[src/rtl/pe_pkg.sv]
// Shared PE types and constants for the bitmap encoder / binary decoder pair.
package pe_pkg;

    // Index width shared between pe_bitmap_encoder and pe_binary_decoder.
    localparam int unsigned PE_ADDR_WIDTH = 3;

    // Encoder control states.
    typedef enum logic {
        PE_ENC_IDLE,
        PE_ENC_EMIT
    } pe_enc_state_e;

    // True when v has at most one bit set (x & (x - 1) == 0).
    function automatic logic pe_at_most_one_hot(input logic [31:0] v);
        return (v & (v - 32'd1)) == 32'd0;
    endfunction

endpackage

[src/rtl/pe_priority_encoder.sv]
// Combinational lowest-set-bit priority encoder.
module pe_priority_encoder #(
    parameter int unsigned ADDR_WIDTH = 3,
    parameter int unsigned DEPTH      = 1 << ADDR_WIDTH
) (
    input  logic [DEPTH-1:0]      vec,
    output logic [ADDR_WIDTH-1:0] idx,
    output logic                  found
);

    // Scan from the top down so the lowest set bit is the final assignment.
    always_comb begin
        idx   = '0;
        found = 1'b0;
        for (int i = int'(DEPTH) - 1; i >= 0; i--) begin
            if (vec[i]) begin
                idx   = ADDR_WIDTH'(i);
                found = 1'b1;
            end
        end
    end

endmodule

[src/rtl/pe_bitmap_encoder.sv]
// Serialises a bitmap into binary indices, lowest set bit first.
module pe_bitmap_encoder
    import pe_pkg::*;
#(
    parameter int unsigned ADDR_WIDTH = PE_ADDR_WIDTH,
    parameter int unsigned DEPTH      = 1 << ADDR_WIDTH
) (
    input  logic                  clk,
    input  logic                  rst_n,
    input  logic                  in_valid,
    output logic                  in_ready,
    input  logic [DEPTH-1:0]      in_bitmap,
    output logic                  out_valid,
    input  logic                  out_ready,
    output logic [ADDR_WIDTH-1:0] out_addr,
    output logic                  out_last,
    output logic                  busy
);

    pe_enc_state_e          state, state_nxt;
    logic [DEPTH-1:0]       pending, pending_nxt;
    logic [ADDR_WIDTH-1:0]  enc_idx;
    logic                   enc_found;
    logic                   single_bit;
    logic                   emitting;

    pe_priority_encoder #(
        .ADDR_WIDTH (ADDR_WIDTH),
        .DEPTH      (DEPTH)
    ) u_prio (
        .vec   (pending),
        .idx   (enc_idx),
        .found (enc_found)
    );

    // Exactly one pending bit left means the current index is the final one.
    always_comb begin
        single_bit = enc_found && ((pending & (pending - DEPTH'(1))) == '0);
    end

    // Output decode; everything here depends only on state and pending flops.
    always_comb begin
        emitting  = (state == PE_ENC_EMIT);
        in_ready  = (state == PE_ENC_IDLE);
        out_valid = emitting;
        busy      = emitting;
        out_addr  = (emitting && enc_found) ? enc_idx : '0;
        out_last  = emitting && single_bit;
    end

    // Next-state and pending update.
    always_comb begin
        state_nxt   = state;
        pending_nxt = pending;
        case (state)
            PE_ENC_IDLE: begin
                if (in_valid && (in_bitmap != '0)) begin
                    pending_nxt = in_bitmap;
                    state_nxt   = PE_ENC_EMIT;
                end
            end
            PE_ENC_EMIT: begin
                if (out_ready) begin
                    pending_nxt = pending & ~(DEPTH'(1) << enc_idx);
                    if (single_bit) begin
                        state_nxt = PE_ENC_IDLE;
                    end
                end
            end
            default: begin
                state_nxt   = PE_ENC_IDLE;
                pending_nxt = '0;
            end
        endcase
    end

    // State and pending registers; reset discards any stream in flight.
    always_ff @(posedge clk or negedge rst_n) begin
        if (!rst_n) begin
            state   <= PE_ENC_IDLE;
            pending <= '0;
        end else begin
            state   <= state_nxt;
            pending <= pending_nxt;
        end
    end

endmodule

[config.mk]
export PLATFORM = sky130hd
export DESIGN_NAME = pe_bitmap_encoder
export DESIGN_NICKNAME = d
export VERILOG_FILES = /design/src/rtl/pe_pkg.sv /design/src/rtl/pe_priority_encoder.sv /design/src/rtl/pe_bitmap_encoder.sv
export SDC_FILE = /design/constraint.sdc
export NUM_CORES = 1
export LEC_CHECK = 0
export ABC_AREA = 1
export CAP_MARGIN = 10
export CORE_UTILIZATION = 40
export DETAILED_ROUTE_END_ITERATION = 7
export GPL_ROUTABILITY_DRIVEN = 0
export PLACE_DENSITY = 0.74
export SYNTH_ARGS = -nofsm -noshare
export SYNTH_HDL_FRONTEND = slang
export SYNTH_SLANG_ARGS = --single-unit
[constraint.sdc]
create_clock -name clk -period 1.2 [get_ports clk]
set_input_delay 0.18 -clock clk [delete_from_list [all_inputs] [get_ports clk]]
set_output_delay 0.18 -clock clk [all_outputs]
set_load 0.02 [all_outputs]
==> results.cfg <==
[drt]
maxUsedRoutingLayer = met4
drt.antenna.violating_nets = 0
detailedRoute.firstPassIterationCount = 5
wl_met3_um = 541
initialDrtViolationCount = 91
drt-total-wl_um = 4300
drt-vias-per-instance = 6.51
wirelength_met1_um = 1390
wl_per_cell_um = 23.4
detailroute.via_count = 1198
wl_met2_um = 1940
drcViolationCount = 0

[sta]
post_route_clock_skew_ps = 4.28
worst-slew-pin-transition_ps = 492
period_share_pct = 157
timing.final.setup_violations = 16
final_hold_viol_count = 0
max_clock_freq_ghz = 0.532
max_slew_margin_pct = 67.1
rsz0062_at_grt = yes
finalCriticalPeriod_ps = 1880
drv_slew = 0
hold_slack_ps = 222
timing.final.ws_setup_ps = -681

[critical_path]
r2r_setup_slack_ps = -510
crit_path_end_kind = output port
regToRegStartpoint = pending[1]
timing.critical_path.required_ps = 1020
worst_r2r_endpoint = busy
start_kind = flip-flop
worst_ep_arrival_ps = 1700
crit_type = flip-flop to output port
depth_of_the_worst_register_to_register_path = 11
timing.critical_path.fanout_max = 4

[yosys]
netlist-cell-type-count = 18
netlist.top_cell.by_area = sky130_fd_sc_hd__dfrtp_1
synth_top_area_share_pct = 32.3
syn-num-nets = 116
synth-seq-area-share_pct = 32.3
yosysWarnings = 0
post_synth_instance_area_um2 = 698
netlist_top_cells_area = sky130_fd_sc_hd__dfrtp_1, sky130_fd_sc_hd__nand2_1, sky130_fd_sc_hd__nand3_1, sky130_fd_sc_hd__o21ai_0, sky130_fd_sc_hd__o21ai_2
number_of_cells_produced_by_synthesis = 104
synth.avg_cell_area_um2 = 6.71
synth-seq-cells = 9

[cts]
cts_max_level = 1
clk_transition_reported_paths_ps = 80
cts_tree = yes
numClockSinks = 9
cts_hold_repair.buffers = 0
clock-root-buffer = sky130_fd_sc_hd__clkbuf_4
clock_latency_at_the_later_pin_of_the_worst_skew_pair_ps = 280
cts_buffers = 3
clockBufferDepth = 2

[pwr]
net-switching-power_w = 0.00256
p_per_area_nw_per_um2 = 3480
p_leak_nw = 0.704
power_frac_seq_pct = 12.2
power.share.switching_pct = 49.5
clockPowerShare_pct = 5.3
cellInternalPower_w = 0.00261
p_comb_share_pct = 82.4
vdd_drop_max_mv = 2.10

[floorplan]
num_rows = 14
core_area_um2 = 1580
pin_count = 19
die-area_um2 = 1920
die_width_um = 43.8
die-height_um = 43.8
initial_utilization_pct = 44.3

[placement]
buffer_ports.inserted = 18
dp_worst_setup_slack_ps = -690
post-dp-hpwl_um = 1610

[outcome]
status = finished with violations
failing_checks = negative setup slack

[global_routing]
grt_pass1_vias = 1106
global_route.overflow_total = 0
pin_count_of_the_biggest_net_entering_global_routing = 10
grt_pass1_wl_um = 5310
groute.usage.overall_pct = 39.2
grt_antenna_before_repair = 0

[cells_and_area]
multi_input_comb_area_um2 = 587
antennaDiodeCount = 0
layout-area-overhead-vs-synth_pct = 113
layout.area.seq_um2 = 233
final_layout_size_suffix_gt1_share_pct = 65.5
layout.nets = 181
num-fill-cells = 44

[flow_run]
max_cap_viol_count = 0

[hold_path]
hold_path.class = input pin to async pin
-- synth_stat cells (all sizes together) --
library cell,instances
a211oi,1
a21oi,2
buf,3
dfrtp,9
inv,11
nand2,33
nand3,13
nand4,2
nor2,12
o21ai,17
o21bai,1
-- stage by stage --
step / util, % / instance area (µm²) / TNS [ps] / power (W) / std cells
6_report: 94.3 / 1490 / -4880 / 0.00517 / 184
5_1_grt: 94.3 / 1490 / -5060 / 0.00528 / 184
4_1_cts: 85.9 / 1350 / -2480 / 0.00417 / 180
3_5_place_dp: 70.6 / 1110 / -5220 / 0.00304 / 161
3_3_place_gp: 70.6 / 1110 / -4870 / 0.00298 / 161
2_1_floorplan: - / 747 / -138 / 0.00200 / 104
-- power groups by stage --
| stage | logic (W) | registers [W] | clock network (W) |
|---|---|---|---|
| 2_1_floorplan | 0.00140 | 0.000600 | 0 |
| 3_3_place_gp | 0.00243 | 0.000557 | 0 |
| 3_5_place_dp | 0.00247 | 0.000562 | 0 |
| 4_1_cts | 0.00335 | 0.000557 | 0.000256 |
| 5_1_grt | 0.00438 | 0.000623 | 0.000281 |
| 6_report | 0.00427 | 0.000633 | 0.000275 |
-- cells by family (layout without fill, tap and decap cells) --
group,Yosys count,after routing,share of synthesized area (%)
simple gates,60,61,37.8
compound gates,21,21,20.6
buf+inv,14,77,9.32
flops,9,9,32.3
-- worst max path at each step --
stage,startpoint,to,slack [ps]
floorplan,pending[1],out_last,-70
CTS,pending[0],out_last,-470
global route,pending[1],out_last,-690
global placement,pending[1],out_last,-620
detailed placement,pending[1],out_last,-690
finish,pending[5],out_last,-680
-- critical path: stages, from the launching register on --
cell and delay (ps):
sky130_fd_sc_hd__dfrtp_2 460, sky130_fd_sc_hd__buf_6 140, sky130_fd_sc_hd__nand2_2 70, sky130_fd_sc_hd__nand2_1 80, sky130_fd_sc_hd__inv_1 80, sky130_fd_sc_hd__nand2_2 70
sky130_fd_sc_hd__a21oi_4 130, sky130_fd_sc_hd__nand3_2 120, sky130_fd_sc_hd__nor2_4 130, sky130_fd_sc_hd__buf_6 120
-- layout make-up --
type / instances / area share [%]
tap: 16 / 1.35
clock buffer: 4 / 1.77
sequential: 9 / 15.7
inverter: 11 / 3.28
timing repair buffer: 62 / 38.5
multi-input combinational: 82 / 39.5
-- state kept, by name, indices dropped and copies added, names as in the netlist --
name	flops
pending	8
busy	1
-- what timing repair did --
item,4_1_cts,5_1_grt
cloned,1,0
buffers inserted,16,4
setup endpoints to repair,16,16
pin swaps,20,10
resized for setup,68,33
-- layout by cell type (no fill, tap or decap) --
master and n:
sky130_fd_sc_hd__nand2_1 22, sky130_fd_sc_hd__nor2_1 3, sky130_fd_sc_hd__inv_1 6, sky130_fd_sc_hd__a21oi_2 1, sky130_fd_sc_hd__o21ai_4 2, sky130_fd_sc_hd__clkbuf_4 3
sky130_fd_sc_hd__buf_4 34, sky130_fd_sc_hd__inv_2 4, sky130_fd_sc_hd__nand4_1 2, sky130_fd_sc_hd__dfrtp_1 3, sky130_fd_sc_hd__buf_12 1, sky130_fd_sc_hd__a21oi_4 1
sky130_fd_sc_hd__o21ai_0 4, sky130_fd_sc_hd__buf_8 1, sky130_fd_sc_hd__nor2_4 3, sky130_fd_sc_hd__clkbuf_1 1, sky130_fd_sc_hd__buf_6 15, sky130_fd_sc_hd__nand3_4 1
sky130_fd_sc_hd__nand2_2 10, sky130_fd_sc_hd__o21ai_1 2, sky130_fd_sc_hd__nor2_2 6, sky130_fd_sc_hd__dfrtp_2 6, sky130_fd_sc_hd__a211oi_2 1, sky130_fd_sc_hd__o21ai_2 9
sky130_fd_sc_hd__nand3_1 4, sky130_fd_sc_hd__nand2_8 1, sky130_fd_sc_hd__inv_8 1, sky130_fd_sc_hd__o21bai_4 1, sky130_fd_sc_hd__clkdlybuf4s50_1 10, sky130_fd_sc_hd__nand3_2 8
sky130_fd_sc_hd__nand2_4 1, sky130_fd_sc_hd__dlymetal6s2s_1 1
-- per-layer routing --
layer / up-vias / global-route usage [%]
met5: - / 0
met4: 0 / 22.5
met3: 58 / 5.83
met2: 148 / 67.2
met1: 522 / 46.1
li1: 470 / -
No activity file was read; power rests on OpenSTA's default activity.
